**config.mk**
```make
export PLATFORM = sky130hd
export DESIGN_NAME = recog_ctrl
export DESIGN_NICKNAME = d
export VERILOG_FILES = /design/src/rtl/recog_pkg.sv /design/src/rtl/canvas_port_arb.sv /design/src/rtl/recog_ctrl.sv
export SDC_FILE = /design/constraint.sdc
export NUM_CORES = 1
export LEC_CHECK = 0
export CAP_MARGIN = 0
export CORE_UTILIZATION = 30
export DETAILED_ROUTE_END_ITERATION = 16
export GPL_TIMING_DRIVEN = 0
export PLACE_DENSITY = 0.81
export SETUP_SLACK_MARGIN = 0.15
export SLEW_MARGIN = 40
export SYNTH_ARGS = -nofsm -noshare
export SYNTH_HDL_FRONTEND = slang
export SYNTH_SLANG_ARGS = --single-unit
```
**constraint.sdc**
```tcl
create_clock -name clk -period 1.7 [get_ports clk]
set_input_delay 0.17 -clock clk [delete_from_list [all_inputs] [get_ports clk]]
set_output_delay 0.17 -clock clk [all_outputs]
set_load 0.02 [all_outputs]
```
**src/rtl/recog_pkg.sv**
```systemverilog
// Shared types and constants for the handwriting recognition controller.
package recog_pkg;

  localparam int         CANVAS_AW = 10;
  localparam logic [7:0] CHAR_ERR  = 8'h3F;
  localparam int         TMO_W     = 12;

  typedef enum logic [1:0] {
    IDLE  = 2'd0,
    START = 2'd1,
    READ  = 2'd2,
    EMIT  = 2'd3
  } state_e;

endpackage

```
**src/rtl/canvas_port_arb.sv**
```systemverilog
// Canvas read-port mux: one owner at a time, the non-owner reads constant zero.
module canvas_port_arb
  import recog_pkg::*;
(
  input  logic                 rec_own_i,
  input  logic [CANVAS_AW-1:0] rec_addr_i,
  input  logic [CANVAS_AW-1:0] disp_addr_i,
  input  logic                 disp_req_i,
  input  logic                 cv_data_i,
  output logic [CANVAS_AW-1:0] cv_addr_o,
  output logic                 rec_data_o,
  output logic                 disp_gnt_o,
  output logic                 disp_data_o
);

  assign cv_addr_o   = rec_own_i ? rec_addr_i : disp_addr_i;
  assign disp_gnt_o  = ~rec_own_i & disp_req_i;
  assign rec_data_o  = rec_own_i & cv_data_i;
  assign disp_data_o = disp_gnt_o & cv_data_i;

endmodule

```
**src/rtl/recog_ctrl.sv**
```systemverilog
// Recognition sequencer: arbitrates the canvas port and hands results to the text sink.
// Define RECOG_TIMEOUT_EN to abort a stalled recognition with CHAR_ERR and a sticky error.
module recog_ctrl
  import recog_pkg::*;
#(
  parameter int TIMEOUT_CYCLES = 2048
) (
  input  logic                 clk,
  input  logic                 rst,
  input  logic                 trig,
  input  logic                 disp_req,
  input  logic [CANVAS_AW-1:0] disp_addr,
  output logic                 disp_gnt,
  output logic                 disp_data,
  output logic                 rec_start,
  input  logic                 rec_en,
  input  logic [CANVAS_AW-1:0] rec_addr,
  output logic                 rec_data,
  input  logic                 rec_valid,
  input  logic [7:0]           rec_result,
  output logic [CANVAS_AW-1:0] cv_addr,
  input  logic                 cv_data,
  output logic                 char_valid,
  output logic [7:0]           char_out,
  input  logic                 char_ready,
  output logic                 busy,
  output logic                 timeout_err
);

  state_e     state_q, state_d;
  logic       trig_pend_q, trig_pend_d;
  logic [7:0] char_out_q, char_out_d;
  logic       timeout_hit;
  logic       timeout_set;
  logic       rec_own;

  always_ff @(posedge clk) begin
    if (rst) begin
      state_q     <= IDLE;
      trig_pend_q <= 1'b0;
      char_out_q  <= 8'h00;
    end else begin
      state_q     <= state_d;
      trig_pend_q <= trig_pend_d;
      char_out_q  <= char_out_d;
    end
  end

  always_comb begin
    state_d     = state_q;
    trig_pend_d = trig_pend_q;
    char_out_d  = char_out_q;
    timeout_set = 1'b0;
    case (state_q)
      IDLE: begin
        if (trig || trig_pend_q) begin
          state_d     = START;
          trig_pend_d = 1'b0;
        end
      end
      START: begin
        if (trig) trig_pend_d = 1'b1;
        state_d = READ;
      end
      READ: begin
        if (trig) trig_pend_d = 1'b1;
        // A real result always wins over a timeout landing in the same cycle.
        if (rec_valid) begin
          char_out_d = rec_result;
          state_d    = EMIT;
        end else if (timeout_hit) begin
          char_out_d  = CHAR_ERR;
          timeout_set = 1'b1;
          state_d     = EMIT;
        end
      end
      EMIT: begin
        if (trig) trig_pend_d = 1'b1;
        if (char_ready) state_d = IDLE;
      end
      default: state_d = IDLE;
    endcase
  end

`ifdef RECOG_TIMEOUT_EN
  logic [TMO_W-1:0] tmo_cnt_q, tmo_cnt_d;
  logic             timeout_err_q;
  logic             unused_ok;

  assign timeout_hit = (tmo_cnt_q == TMO_W'(TIMEOUT_CYCLES - 1));

  always_comb begin
    tmo_cnt_d = tmo_cnt_q;
    if (state_q == START) begin
      tmo_cnt_d = '0;
    end else if (state_q == READ && !rec_valid && !timeout_hit) begin
      tmo_cnt_d = tmo_cnt_q + 1'b1;
    end
  end

  always_ff @(posedge clk) begin
    if (rst) begin
      tmo_cnt_q     <= '0;
      timeout_err_q <= 1'b0;
    end else begin
      tmo_cnt_q <= tmo_cnt_d;
      if (timeout_set) timeout_err_q <= 1'b1;
    end
  end

  assign timeout_err = timeout_err_q;
  assign unused_ok   = rec_en;
`else
  logic unused_ok;

  assign timeout_hit = 1'b0;
  assign timeout_err = 1'b0;
  // The recognizer paces its own reads; rec_en carries no routing meaning here.
  assign unused_ok   = rec_en ^ timeout_set ^ (TIMEOUT_CYCLES == 0);
`endif

  assign rec_own    = (state_q == START) || (state_q == READ);
  assign rec_start  = (state_q == START);
  assign busy       = (state_q != IDLE);
  assign char_valid = (state_q == EMIT);
  assign char_out   = char_out_q;

  canvas_port_arb u_arb (
    .rec_own_i   (rec_own),
    .rec_addr_i  (rec_addr),
    .disp_addr_i (disp_addr),
    .disp_req_i  (disp_req),
    .cv_data_i   (cv_data),
    .cv_addr_o   (cv_addr),
    .rec_data_o  (rec_data),
    .disp_gnt_o  (disp_gnt),
    .disp_data_o (disp_data)
  );

endmodule

```
==> flow_summary_export.csv <==
group,metric,value,unit
sta,layout_setup_ws,-0.09456,ns
drt,vias,813,
floorplanning,top_level_ports,61,
global_routing,grt_antenna_before_repair,0,
global_routing,top_usage_layer,"met2",
placed_design,placed_cells,159,
placed_design,portBuffers,56,
synth,synth_cell_types,24,
synth,async_flop_share,0,%
sta,hold_ws,0.1337,ns
outcome,status,"finished with violations",
power_and_ir_drop,p_switching,770.8,uW
critical_path,cpPeakStageDelay,0.34,ns
clocking,cts_tree,"done",
power_and_ir_drop,pwr-share-clk,7.6,%
floorplanning,core,2062,sq um
clocking,cts_buffers,3,
floorplanning,die-area,2490,sq um
drt,wl_per_cell,12.59,um
critical_path,worst-path-buf-inv,4,
floorplanning,chipHeight,49.90,um
clocking,holdBufCountCts,0,
global_routing,grt_overflow,0,
critical_path,ff2ff_setup_slack,0.19,ns
synth,synth_top_area_share,32.00,%
synth,yosysWarnings,0,
final_layout,syn2layout_area_growth,124.7,%
power_and_ir_drop,p_int,1.413,mW
critical_path,crit_path_start_kind,"flip-flop",
synth,syn_nets,118,
critical_path,critPathMaxFanout,5,
final_layout,instances_no_fill,176,
clocking,clkTransAtPathRegs,0.06,ns
critical_path,cp.required,1.53,ns
clocking,h-tree-depth,1,
power_and_ir_drop,powerDensity,1412,nW/um^2
floorplanning,initial_core_util,33.37,%
clocking,clockBufferDepth,2,
critical_path,cp_slowest_cell,"dfxtp_2",
global_routing,use_met2,36.71,%
power_and_ir_drop,pwr-share-comb,76.8,%
sta,setup_viol,10,
power_and_ir_drop,seqPwrFrac,15.6,%
synth,synth-edff-count,0,
global_routing,gr-usage-met3,4.630,%
drt,via_per_inst,4.619,
final_layout,antennaDiodeCount,0,
final_layout,fin_nets,192,
synth,netlist_top_cells_count,"dfxtp_1, mux2_2, nand2_1",
synth,synth_area,688.2,sq um
sta,layout_min_cycle_time,1.795,ns
sta,min_period_over_period,105.6,%
drt,drt_first_pass_iters,4,
drt,drt_first_iter_violations,15,
sta,slew_violations,0,
global_routing,grt_max_degree,11,
synth,ys_ff_latch,11,
clocking,clkSinkCount,11,
global_routing,use_met1,16.30,%
synth,ys_top_cells_by_area,"dfxtp_1, mux2_2, ha_1",
sta,fmax,557.2,MHz
power_and_ir_drop,p_leak,0.6770,nW
critical_path,crit_top_cell,"buf_6",
power_and_ir_drop,p_total,2.184,mW
placed_design,globalplace.congestion,0.7323,
synth,yosys.area.top_type,"dfxtp_1",
final_layout,design_area,1546,sq um
power_and_ir_drop,vdd_ir_drop_max,1047,uV
synth,synthMostInstantiatedCell,"dfxtp_1",
floorplanning,rows,16,
global_routing,grt_pass1_vias,837,
placed_design,placed_area,1285,sq um
hold_path,hold_path.class,"input port to flip-flop",
final_layout,final_layout_size_suffix_gt1_share,38.26,%
drt,wirelength,2215,um
critical_path,crit_type,"flip-flop to output pin",
synth,ys_seq_area_share,32.00,%
global_routing,grt_pass1_wl,3374,um
clocking,ctsRootBufferMaster,"clkbuf_4",
synth,synth_cells,76,
clocking,clock_latency,0.26,ns
placed_design,hpwl,1510,um
sta,finalSetupTns,-0.8020,ns
sta,skew,0.004298,ns
critical_path,cp-end-kind,"output pin",
drt,drc,0,
power_and_ir_drop,switching_share,35.30,%
critical_path,cp_data_arrival_time,1.62,ns
global_routing,grt_usage,17.82,%
critical_path,path_delay_family,"buffers and inverters",
synth,synth_flop_cell,"dfxtp_1",
floorplanning,die_x,49.90,um
critical_path,worstPathCellList,"inv_2 > ha_4 > buf_6 > buf_8 > mux2_4 > buf_6",
sta,rsz0062_at_grt,"yes",
final_layout,fillers,144,
outcome,violations,"setup timing",
sta,final_hold_viol_count,0,
flow_run,cap_violations,0,
drt,antenna_left,0,
synth,synth_area_per_cell,9.055,sq um
## metrics by stage
step / util, % / setup WS (ns)
global placement: 62.32 / -0.4523
CTS: 72.39 / -0.06904
detailed placement: 62.32 / -0.4896
global route: 75.00 / -0.1332
floorplan: - / 0.1408
finish: 75.00 / -0.09456
## final cells by class
type	instances	area [sq um]	share of cell area, %
clock buffers	4	26.28	1.699
inverters	4	17.52	1.133
multi-input cells	56	483.0	31.23
well taps	27	33.78	2.184
plain buffers	5	46.29	2.994
flip-flops and latches	11	225.2	14.56
repair buffers	69	714.4	46.20
## worst paths after layout
check | from | endpoint | cells after the start
worst min register to register | char_out[5] | char_out[5] | 2
worst min-delay path | rst | char_out[5] | 2
worst max register to register | state_q[0] | state_q[0] | 5
worst max-delay path | state_q[1] | cv_addr[7] | 6
## power groups by stage
stage | sequential [mW] | clock, mW | combinational (mW)
after floorplan | 0.358 | 0 | 0.594
after global placement | 0.339 | 0 | 1.04
after detailed placement | 0.342 | 0 | 1.05
after CTS | 0.340 | 0.175 | 1.54
after global routing | 0.345 | 0.189 | 1.77
final | 0.341 | 0.165 | 1.68
## cells in the final DEF, fill, tap and decap left out, drive strengths merged, types with 4 or more instances in the layout
cell type	instances
inv	4
dfxtp	11
clkbuf	6
mux2	10
nand2	9
ha	6
buf	29
nand3	8
clkdlybuf4s50	40
a21oi	8
## layer usage
layer / vias to the layer above / part of all wire, %
li1: 402 / -
met1: 356 / 35
met2: 53 / 53
met3: 2 / 12
met4: 0 / 0.77
met5: - / 0
## repair_timing
item | CTS | global route
cloned | 1 | 0
pin swaps | 2 | 2
setup buffers | 8 | 4
gates resized for setup | 102 | 9
setup endpoints to repair | 17 | 23
hold endpoints to repair | 0 | 0
## worst register-to-register path, delay by kind of cell (launching register included)
kind	cells	cell delay (ns)
compound gates	1	0.12
fa+ha+maj	1	0.18
buf+inv	1	0.14
flops	1	0.35
simple gates	2	0.61
## sequential cells by signal, summed over array words and instances (netlist names)
name	count
char_out	8
state_q	2
trig_pend_q	1
## kinds of logic after synthesis
logic type | share of synthesized area, %
AOI/OAI and AO/OA | 9.819
adders and majority gates | 10.91
buffers and inverters | 7.272
DFF | 32.00
muxes | 16.36
other | 0.5449
and+or+nand+nor | 23.09
(Power assumes the default switching activity.)
